### src/rtl/sw_max_argmax_tree_pkg.sv
// Shared defaults and accumulator state type for sw_max_argmax_tree.
// Index logic is built only with SW_MAX_ARGMAX_EN defined.
package sw_max_argmax_tree_pkg;

  localparam int SW_V_E_F_BIT      = 17;
  localparam int SW_PE_ARRAY_SIZE  = 64;
  localparam int SW_MAX_T_BIT      = 13;
  localparam int SW_MAX_PIPE_EVERY = 2;

  typedef enum logic {
    ACC_IDLE = 1'b0,
    ACC_RUN  = 1'b1
  } acc_state_e;

endpackage

### src/rtl/sw_max_argmax_tree_node.sv
// Combinational 2-input {value, idx} max: negatives clamp to 0, a wins ties.
// Index ports exist only with SW_MAX_ARGMAX_EN defined.
module sw_max_node
  import sw_max_argmax_tree_pkg::*;
#(
  parameter int DW = SW_V_E_F_BIT
`ifdef SW_MAX_ARGMAX_EN
  , parameter int IW = SW_MAX_T_BIT
`endif
) (
  input  logic [DW-1:0] i_a_val,
  input  logic [DW-1:0] i_b_val,
`ifdef SW_MAX_ARGMAX_EN
  input  logic [IW-1:0] i_a_idx,
  input  logic [IW-1:0] i_b_idx,
  output logic [IW-1:0] o_idx,
`endif
  output logic [DW-1:0] o_val
);

  logic [DW-2:0] w_a_mag;
  logic [DW-2:0] w_b_mag;
  logic          w_b_win;

  assign w_a_mag = i_a_val[DW-1] ? '0 : i_a_val[DW-2:0];
  assign w_b_mag = i_b_val[DW-1] ? '0 : i_b_val[DW-2:0];
  assign w_b_win = w_b_mag > w_a_mag;
  assign o_val   = {1'b0, (w_b_win ? w_b_mag : w_a_mag)};

`ifdef SW_MAX_ARGMAX_EN
  assign o_idx = w_b_win ? i_b_idx : i_a_idx;
`endif

endmodule

### src/rtl/sw_max_argmax_tree.sv
// Pipelined NUM_IN-lane max/argmax tree with frame accumulator.
// Define SW_MAX_ARGMAX_EN to build the column index path.
module sw_max_argmax_tree
  import sw_max_argmax_tree_pkg::*;
#(
  parameter int DATA_WIDTH = SW_V_E_F_BIT,
  parameter int NUM_IN     = SW_PE_ARRAY_SIZE,
  parameter int IDX_WIDTH  = SW_MAX_T_BIT,
  parameter int PIPE_EVERY = SW_MAX_PIPE_EVERY
) (
  input  logic                         clk,
  input  logic                         rst_n,
  input  logic                         flush,
  input  logic                         in_valid,
  input  logic                         in_last,
  input  logic [NUM_IN*DATA_WIDTH-1:0] in_data,
  output logic                         out_valid,
  input  logic                         out_ready,
  output logic [DATA_WIDTH-1:0]        out_max,
  output logic [IDX_WIDTH-1:0]         out_idx,
  output logic                         ovf_err
);

  localparam int LEVELS = $clog2(NUM_IN);

  logic                  w_in_vld;
  logic                  w_t_vld;
  logic                  w_t_lst;
  logic                  w_load;
  logic [DATA_WIDTH-1:0] w_t_val;
  logic [DATA_WIDTH-1:0] w_m_val;
  logic [DATA_WIDTH-1:0] w_res_val;
  logic                  w_wrap_err;

  acc_state_e            r_state;
  logic [DATA_WIDTH-1:0] r_acc_val;
  logic                  r_out_valid;
  logic [DATA_WIDTH-1:0] r_out_max;
  logic                  r_ovf;

  assign w_in_vld = in_valid & ~flush;

`ifdef SW_MAX_ARGMAX_EN
  localparam int BW = IDX_WIDTH - LEVELS;

  logic [BW-1:0]        r_beat;
  logic                 r_wrap;
  logic [IDX_WIDTH-1:0] w_t_idx;
  logic [IDX_WIDTH-1:0] w_m_idx;
  logic [IDX_WIDTH-1:0] w_res_idx;
  logic [IDX_WIDTH-1:0] r_acc_idx;
  logic [IDX_WIDTH-1:0] r_out_idx;

  // r_wrap marks a frame whose beat index has rolled past 2^IDX_WIDTH
  always_ff @(posedge clk or negedge rst_n) begin
    if (!rst_n) begin
      r_beat <= '0;
      r_wrap <= 1'b0;
    end else if (flush) begin
      r_beat <= '0;
      r_wrap <= 1'b0;
    end else if (in_valid) begin
      if (in_last) begin
        r_beat <= '0;
        r_wrap <= 1'b0;
      end else begin
        r_beat <= r_beat + 1'b1;
        if (&r_beat) r_wrap <= 1'b1;
      end
    end
  end

  assign w_wrap_err = w_in_vld & r_wrap;
`else
  assign w_wrap_err = 1'b0;
`endif

  for (genvar l = 0; l <= LEVELS; l++) begin : g_lv
    localparam int N = NUM_IN >> l;
    logic [DATA_WIDTH-1:0] w_val [N];
`ifdef SW_MAX_ARGMAX_EN
    logic [IDX_WIDTH-1:0]  w_idx [N];
`endif
    logic                  w_vld;
    logic                  w_lst;

    if (l == 0) begin : g_src
      for (genvar k = 0; k < N; k++) begin : g_ln
        assign w_val[k] = in_data[k*DATA_WIDTH +: DATA_WIDTH];
`ifdef SW_MAX_ARGMAX_EN
        localparam logic [LEVELS-1:0] LN = LEVELS'(k);
        assign w_idx[k] = {r_beat, LN};
`endif
      end
      assign w_vld = w_in_vld;
      assign w_lst = in_last;
    end else begin : g_op
      logic [DATA_WIDTH-1:0] w_nv [N];
`ifdef SW_MAX_ARGMAX_EN
      logic [IDX_WIDTH-1:0]  w_ni [N];
`endif
      for (genvar k = 0; k < N; k++) begin : g_nd
        sw_max_node #(
          .DW(DATA_WIDTH)
`ifdef SW_MAX_ARGMAX_EN
          , .IW(IDX_WIDTH)
`endif
        ) u_node (
          .i_a_val(g_lv[l-1].w_val[2*k]),
          .i_b_val(g_lv[l-1].w_val[2*k+1]),
`ifdef SW_MAX_ARGMAX_EN
          .i_a_idx(g_lv[l-1].w_idx[2*k]),
          .i_b_idx(g_lv[l-1].w_idx[2*k+1]),
          .o_idx  (w_ni[k]),
`endif
          .o_val  (w_nv[k])
        );
      end

      if ((l % PIPE_EVERY == 0) || (l == LEVELS)) begin : g_reg
        logic [DATA_WIDTH-1:0] r_val [N];
`ifdef SW_MAX_ARGMAX_EN
        logic [IDX_WIDTH-1:0]  r_idx [N];
`endif
        logic                  r_vld;
        logic                  r_lst;

        always_ff @(posedge clk or negedge rst_n) begin
          if (!rst_n) begin
            r_vld <= 1'b0;
            r_lst <= 1'b0;
            r_val <= '{default: '0};
`ifdef SW_MAX_ARGMAX_EN
            r_idx <= '{default: '0};
`endif
          end else begin
            r_vld <= g_lv[l-1].w_vld & ~flush;
            r_lst <= g_lv[l-1].w_lst;
            r_val <= w_nv;
`ifdef SW_MAX_ARGMAX_EN
            r_idx <= w_ni;
`endif
          end
        end

        assign w_val = r_val;
`ifdef SW_MAX_ARGMAX_EN
        assign w_idx = r_idx;
`endif
        assign w_vld = r_vld;
        assign w_lst = r_lst;
      end else begin : g_cmb
        assign w_val = w_nv;
`ifdef SW_MAX_ARGMAX_EN
        assign w_idx = w_ni;
`endif
        assign w_vld = g_lv[l-1].w_vld;
        assign w_lst = g_lv[l-1].w_lst;
      end
    end
  end

  assign w_t_vld = g_lv[LEVELS].w_vld & ~flush;
  assign w_t_lst = g_lv[LEVELS].w_lst;
  assign w_t_val = g_lv[LEVELS].w_val[0];
  assign w_load  = w_t_vld & w_t_lst;

  // accumulator sits on the a side so earlier beats win ties
  sw_max_node #(
    .DW(DATA_WIDTH)
`ifdef SW_MAX_ARGMAX_EN
    , .IW(IDX_WIDTH)
`endif
  ) u_merge (
    .i_a_val(r_acc_val),
    .i_b_val(w_t_val),
`ifdef SW_MAX_ARGMAX_EN
    .i_a_idx(r_acc_idx),
    .i_b_idx(w_t_idx),
    .o_idx  (w_m_idx),
`endif
    .o_val  (w_m_val)
  );

  assign w_res_val = (r_state == ACC_RUN) ? w_m_val : w_t_val;

`ifdef SW_MAX_ARGMAX_EN
  assign w_t_idx   = g_lv[LEVELS].w_idx[0];
  assign w_res_idx = (r_state == ACC_RUN) ? w_m_idx : w_t_idx;
`endif

  always_ff @(posedge clk or negedge rst_n) begin
    if (!rst_n) begin
      r_state   <= ACC_IDLE;
      r_acc_val <= '0;
`ifdef SW_MAX_ARGMAX_EN
      r_acc_idx <= '0;
`endif
    end else if (flush) begin
      r_state   <= ACC_IDLE;
      r_acc_val <= '0;
`ifdef SW_MAX_ARGMAX_EN
      r_acc_idx <= '0;
`endif
    end else if (w_t_vld) begin
      unique case (r_state)
        ACC_IDLE: begin
          if (!w_t_lst) begin
            r_acc_val <= w_t_val;
`ifdef SW_MAX_ARGMAX_EN
            r_acc_idx <= w_t_idx;
`endif
            r_state   <= ACC_RUN;
          end
        end
        ACC_RUN: begin
          r_acc_val <= w_m_val;
`ifdef SW_MAX_ARGMAX_EN
          r_acc_idx <= w_m_idx;
`endif
          if (w_t_lst) r_state <= ACC_IDLE;
        end
      endcase
    end
  end

  always_ff @(posedge clk or negedge rst_n) begin
    if (!rst_n) begin
      r_out_valid <= 1'b0;
      r_out_max   <= '0;
`ifdef SW_MAX_ARGMAX_EN
      r_out_idx   <= '0;
`endif
      r_ovf       <= 1'b0;
    end else begin
      if (w_load) begin
        r_out_valid <= 1'b1;
        r_out_max   <= w_res_val;
`ifdef SW_MAX_ARGMAX_EN
        r_out_idx   <= w_res_idx;
`endif
      end else if (out_ready) begin
        r_out_valid <= 1'b0;
      end
      if ((w_load && r_out_valid && !out_ready) || w_wrap_err)
        r_ovf <= 1'b1;
    end
  end

  assign out_valid = r_out_valid;
  assign out_max   = r_out_max;
  assign ovf_err   = r_ovf;

`ifdef SW_MAX_ARGMAX_EN
  assign out_idx = r_out_idx;
`else
  assign out_idx = '0;
`endif

endmodule

### config.mk
export PLATFORM = sky130hd
export DESIGN_NAME = sw_max_argmax_tree
export DESIGN_NICKNAME = d
export VERILOG_FILES = /design/src/rtl/sw_max_argmax_tree_pkg.sv /design/src/rtl/sw_max_argmax_tree_node.sv /design/src/rtl/sw_max_argmax_tree.sv
export SDC_FILE = /design/constraint.sdc
export NUM_CORES = 2
export LEC_CHECK = 0
export BUFFER_PORTS_ARGS = -buffer_cell sky130_fd_sc_hd__buf_4
export CELL_PAD_IN_SITES_DETAIL_PLACEMENT = 1
export CELL_PAD_IN_SITES_GLOBAL_PLACEMENT = 2
export CORE_AREA = 4 4 438 440
export DETAILED_ROUTE_END_ITERATION = 7
export DIE_AREA = 0 0 442 444
export PLACE_DENSITY_LB_ADDON = 0.1
export SYNTH_ARGS = -nofsm -noshare
export SYNTH_HDL_FRONTEND = slang
export SYNTH_SLANG_ARGS = --single-unit
### constraint.sdc
create_clock -name clk -period 10.9 [get_ports clk]
set_input_delay 1.09 -clock clk [delete_from_list [all_inputs] [get_ports clk]]
set_output_delay 1.09 -clock clk [all_outputs]
set_load 0.1 [all_outputs]
==> impl_results.html <==
<table>
<tr><th>Metric</th><th>Value</th></tr>
<tr><th colspan="2">Floorplan</th></tr>
<tr><td>DIE HEIGHT</td><td>444 um</td></tr>
<tr><td>Die footprint</td><td>0.196 mm^2</td></tr>
<tr><td>Initial Utilization</td><td>29.2%</td></tr>
<tr><td>Site row count</td><td>159</td></tr>
<tr><td>Core area</td><td>0.188 mm^2</td></tr>
<tr><td>Num ports</td><td>1126</td></tr>
<tr><td>Die Width</td><td>442 um</td></tr>
<tr><th colspan="2">Min path</th></tr>
<tr><td>Cell depth of the worst min-delay path</td><td>0</td></tr>
<tr><td>Worst hold endpoint</td><td>g_lv[4].g_op.g_reg.r_lst$_DFF_PN0_</td></tr>
<tr><td>Min-Delay Path Class</td><td>reg2reg</td></tr>
<tr><td>Min-Delay Startpoint</td><td>g_lv[2].g_op.g_reg.r_lst$_DFF_PN0_</td></tr>
<tr><th colspan="2">Synth</th></tr>
<tr><td>Synth Register Bits</td><td>377</td></tr>
<tr><td>Most frequently used cell type in the post-synthesis netlist</td><td>sky130_fd_sc_hd__ha_1</td></tr>
<tr><td>Largest cells by area after synthesis</td><td>sky130_fd_sc_hd__ha_1 (23%), sky130_fd_sc_hd__dfrtp_1 (17%), sky130_fd_sc_hd__mux2i_1 (13%), sky130_fd_sc_hd__nor2b_1 (6.7%), sky130_fd_sc_hd__nand2b_1 (6.6%)</td></tr>
<tr><td>Mean area per synthesized cell</td><td>approximately 8.5 um^2</td></tr>
<tr><td>Predominant post-synthesis flop cell</td><td>sky130_fd_sc_hd__dfrtp_1</td></tr>
<tr><td>Synth cell count leaders</td><td>sky130_fd_sc_hd__ha_1 (992), sky130_fd_sc_hd__inv_1 (871), sky130_fd_sc_hd__mux2i_1 (688)</td></tr>
<tr><td>Post-synthesis instance area</td><td>0.0547 mm^2</td></tr>
<tr><td>Asr flop ratio synth</td><td>100%</td></tr>
<tr><td>Area share of the leading cell type in the synthesized netlist</td><td>22.7%</td></tr>
<tr><td>Count of yosys warnings during synthesis</td><td>0</td></tr>
<tr><td>Unique cell type count in the Yosys netlist</td><td>86</td></tr>
<tr><td>Part of the Yosys area used for sequential elements</td><td>17.2%</td></tr>
<tr><td>Synth area leader</td><td>sky130_fd_sc_hd__ha_1</td></tr>
<tr><td>Number of synthesized flops with an enable pin</td><td>0</td></tr>
<tr><td>Number of cells produced by synthesis</td><td>6458</td></tr>
<tr><th colspan="2">Drt</th></tr>
<tr><td>Final ANT Viol Nets</td><td>0</td></tr>
<tr><td>Vias per std cell</td><td>about 4.9</td></tr>
<tr><td>Initial DRT Pass Iterations</td><td>7</td></tr>
<tr><td>Total via count after detailed routing</td><td>roughly 50000</td></tr>
<tr><td>Drt initial violations</td><td>1802</td></tr>
<tr><td>Total wire length</td><td>224 mm</td></tr>
<tr><td>Remaining DRCs</td><td>0</td></tr>
<tr><td>Wire per inst</td><td>22.4 um</td></tr>
<tr><th colspan="2">STA</th></tr>
<tr><td>Fin. Hold Viols</td><td>0</td></tr>
<tr><td>Setup total negative slack</td><td>0 ps</td></tr>
<tr><td>Slew HR</td><td>19.4%</td></tr>
<tr><td>Worst clock skew on the final layout</td><td>between 20 and 30 ps</td></tr>
<tr><td>Unrepaired setup endpoints after global routing</td><td>false</td></tr>
<tr><td>Fin crit period</td><td>just under 6000 ps</td></tr>
<tr><td>Final setup slack of the worst path</td><td>4970 ps</td></tr>
<tr><td>Max Clock Freq</td><td>between 150 and 200 MHz</td></tr>
<tr><td>Period Utilization, post-route</td><td>54.4%</td></tr>
<tr><td>Setup-violating endpoint count in the final report</td><td>0</td></tr>
<tr><td>Least-Margin Pin Slew</td><td>1210 ps</td></tr>
<tr><td>Max-slew violation count</td><td>0</td></tr>
<tr><th colspan="2">Clock network</th></tr>
<tr><td>Deepest level of the CTS H-tree</td><td>2</td></tr>
<tr><td>Clock tree from TritonCTS</td><td>done</td></tr>
<tr><td>Clock slew at the register clock pins of the worst setup and hold paths</td><td>60 ps</td></tr>
<tr><td>Worst-case clock buffer depth</td><td>3</td></tr>
<tr><td>Setup repair bufs after CTS</td><td>0</td></tr>
<tr><td>Cells resized by post-CTS repair</td><td>0</td></tr>
<tr><td>Source-to-sink clock delay at the later pin of the worst-skew pair</td><td>630 ps</td></tr>
<tr><td>Cell chosen for the clock root</td><td>sky130_fd_sc_hd__clkbuf_16</td></tr>
<tr><td>Number of buffers created by CTS</td><td>49</td></tr>
<tr><td>Clk sinks</td><td>377</td></tr>
<tr><td>CTS Hold Bufs</td><td>0</td></tr>
<tr><th colspan="2">Critical path</th></tr>
<tr><td>Crit path DAT</td><td>6440 ps</td></tr>
<tr><td>Critical path launch point type</td><td>primary input</td></tr>
<tr><td>Data required, critical path</td><td>11410 ps</td></tr>
<tr><td>Cell family with most CP delay</td><td>simple AND/OR/NAND/NOR gates</td></tr>
<tr><td>Crit-path slowest cell</td><td>sky130_fd_sc_hd__nor2b_1</td></tr>
<tr><td>Reg-to-Reg End</td><td>g_lv[4].g_op.g_reg.r_val[35]$_DFF_PN0_</td></tr>
<tr><td>Crit. path cell count</td><td>17</td></tr>
<tr><td>Crit Path Category</td><td>in2reg</td></tr>
<tr><td>Cells along the critical path</td><td>buf_4 &gt; nor2b_1 &gt; ha_1 &gt; nand2_1 &gt; o21ai_0 &gt; a221oi_1 &gt; nor2b_1 &gt; or2_1 &gt; a21o_1 &gt; ha_1 &gt; a21oi_1 &gt; o21ai_0 &gt; a2111oi_0 &gt; a211o_1 &gt; buf_4 &gt; or4b_1 &gt; o211a_1</td></tr>
<tr><td>Origin of the critical flop-to-flop path</td><td>g_lv[2].g_op.g_reg.r_val[141]$_DFF_PN0_</td></tr>
<tr><td>Reg2Reg Setup Slack</td><td>5540 ps</td></tr>
<tr><td>Critical Path Sink Type</td><td>register</td></tr>
<tr><td>Reg2Reg Depth</td><td>15</td></tr>
<tr><td>Buf+Inv Stages, Crit Path</td><td>2</td></tr>
<tr><td>CP Max Fanout</td><td>28</td></tr>
<tr><td>Longest individual stage delay on the worst path</td><td>890 ps</td></tr>
<tr><th colspan="2">Placement</th></tr>
<tr><td>Count of input and output buffers</td><td>1111</td></tr>
<tr><td>Placed wire-length estimate</td><td>198 mm</td></tr>
<tr><td>Post-Place Setup Slack</td><td>between 4000 and 5000 ps</td></tr>
<tr><td>Number of cells after detailed placement</td><td>about 9900</td></tr>
<tr><td>Routability congestion estimate</td><td>0.880</td></tr>
<tr><th colspan="2">Global routing</th></tr>
<tr><td>Overflow left after global routing</td><td>0</td></tr>
<tr><td>All-Layer GR Usage</td><td>22.0%</td></tr>
<tr><td>Wire length of the first global-routing pass</td><td>around 340 mm</td></tr>
<tr><td>Initial antenna violation count</td><td>62</td></tr>
<tr><td>Via count of the first global-routing pass</td><td>53568</td></tr>
<tr><td>Pin count of the biggest net entering global routing</td><td>85</td></tr>
<tr><th colspan="2">Pwr</th></tr>
<tr><td>Cell area power density</td><td>~160 mW/mm^2</td></tr>
<tr><td>Maximum resistive drop on vdd</td><td>180 uV</td></tr>
<tr><td>Lkg Pwr</td><td>35.8 nW</td></tr>
<tr><td>Final Power</td><td>0.0110 W</td></tr>
<tr><th colspan="2">Status</th></tr>
<tr><td>Result of the run</td><td>finished clean</td></tr>
<tr><th colspan="2">Flow run</th></tr>
<tr><td>Max-Cap Viols</td><td>0</td></tr>
<tr><th colspan="2">Final layout</th></tr>
<tr><td># fillers</td><td>22348</td></tr>
<tr><td>Syn-to-layout area delta</td><td>22.8%</td></tr>
<tr><td>Net total in the final layout</td><td>around 9500</td></tr>
<tr><td>Layout cell share with drive strength beyond 1</td><td>just under 20%</td></tr>
<tr><td>Final Non-Filler Cells</td><td>between 10000 and 15000</td></tr>
</table>
## report_power, final
| group | internal, W | switching (W) | leakage, nW |
|---|---|---|---|
| clock network | 0.00103 | 0.000716 | 0.833 |
| logic | 0.00302 | 0.00398 | 30.1 |
| registers | 0.00184 | 0.000390 | 4.86 |
| total | 0.00590 | 0.00509 | 35.8 |
## state kept, by name, indices dropped and copies added, names as in the netlist
name and flops:
g_lv.g_op.g_reg.r_val 336, out_max 16, r_acc_val 16, g_lv.g_op.g_reg.r_lst 3
g_lv.g_op.g_reg.r_vld 3, out_valid 1, ovf_err 1, r_state 1
## metal layers
layer	global-route usage, %	up-vias	routed length (um)	share of wire, %
li1	-	24549	-	-
met1	27.4	23867	99000	44
met2	40.0	805	113000	50
met3	2.61	208	6910	3.1
met4	5.38	12	5190	2.3
met5	0	-	69	0.031
## metrics by stage
step                hold WS, ps  instance area, um^2  util, %
floorplan                   331                54800        -
CTS                         350                67100     35.8
global route                354                67100     35.8
global placement            339                65400     34.8
finish                      347                67200     35.8
detailed placement          336                65400     34.8
## cell usage in the layout (no fill, tap or decap), types with 28 or more instances in the layout
cell type	netlist	routed
sky130_fd_sc_hd__nand2b_1	577	577
sky130_fd_sc_hd__nand2_1	227	227
sky130_fd_sc_hd__a21o_1	239	239
sky130_fd_sc_hd__mux2i_1	688	686
sky130_fd_sc_hd__nor3_1	71	71
sky130_fd_sc_hd__o21ai_0	140	140
sky130_fd_sc_hd__o21a_1	43	43
sky130_fd_sc_hd__o211ai_1	37	37
sky130_fd_sc_hd__mux2_2	119	119
sky130_fd_sc_hd__dfrtp_1	377	377
sky130_fd_sc_hd__ha_1	992	992
sky130_fd_sc_hd__buf_4	32	1135
sky130_fd_sc_hd__nor2b_1	586	586
sky130_fd_sc_hd__mux2_4	28	28
sky130_fd_sc_hd__nor2_1	95	94
sky130_fd_sc_hd__and4_1	38	38
sky130_fd_sc_hd__diode_2	0	30
sky130_fd_sc_hd__nand3_1	138	138
sky130_fd_sc_hd__a211oi_1	87	87
sky130_fd_sc_hd__clkbuf_16	0	49
sky130_fd_sc_hd__mux2_1	48	48
sky130_fd_sc_hd__nand4_1	143	143
sky130_fd_sc_hd__a31oi_1	28	28
sky130_fd_sc_hd__inv_1	871	871
sky130_fd_sc_hd__a21oi_1	323	322
## how the worst max path moves through the flow
stage | slack (ps) | startpoint | to
floorplan | 5680 | in_data[815] | g_lv[2].g_op.g_reg.r_val[81]$_DFF_PN0_
global placement | 4520 | in_data[747] | g_lv[2].g_op.g_reg.r_val[98]$_DFF_PN0_
detailed placement | 4320 | in_data[747] | g_lv[2].g_op.g_reg.r_val[98]$_DFF_PN0_
CTS | 4990 | in_data[747] | g_lv[2].g_op.g_reg.r_val[98]$_DFF_PN0_
global route | 4480 | in_data[747] | g_lv[2].g_op.g_reg.r_val[98]$_DFF_PN0_
finish | 4970 | in_data[747] | g_lv[2].g_op.g_reg.r_val[98]$_DFF_PN0_
## area by class of cell
| class | count | area (um^2) | share of cell area, % |
|---|---|---|---|
| tap | 2495 | 3120 | 4.65 |
| antenna | 30 | 75.1 | 0.112 |
| inverter | 871 | 3270 | 4.87 |
| sequential | 377 | 9430 | 14.0 |
| multi-input combinational | 5015 | 41000 | 61.0 |
| clock buffer | 55 | 1290 | 1.92 |
| clock inverter | 36 | 447 | 0.665 |
| timing repair buffer | 1136 | 8540 | 12.7 |
## cell families after synthesis
| logic type | synth area share (%) |
|---|---|
| mux | 16.8 |
| other cells | 0.00685 |
| flops | 17.2 |
| fa+ha+maj | 23.1 |
| xor+xnor | 0.352 |
| simple gates | 21.0 |
| buf+inv | 8.00 |
| compound gates | 13.6 |
Power figures use the tool's default switching activity.
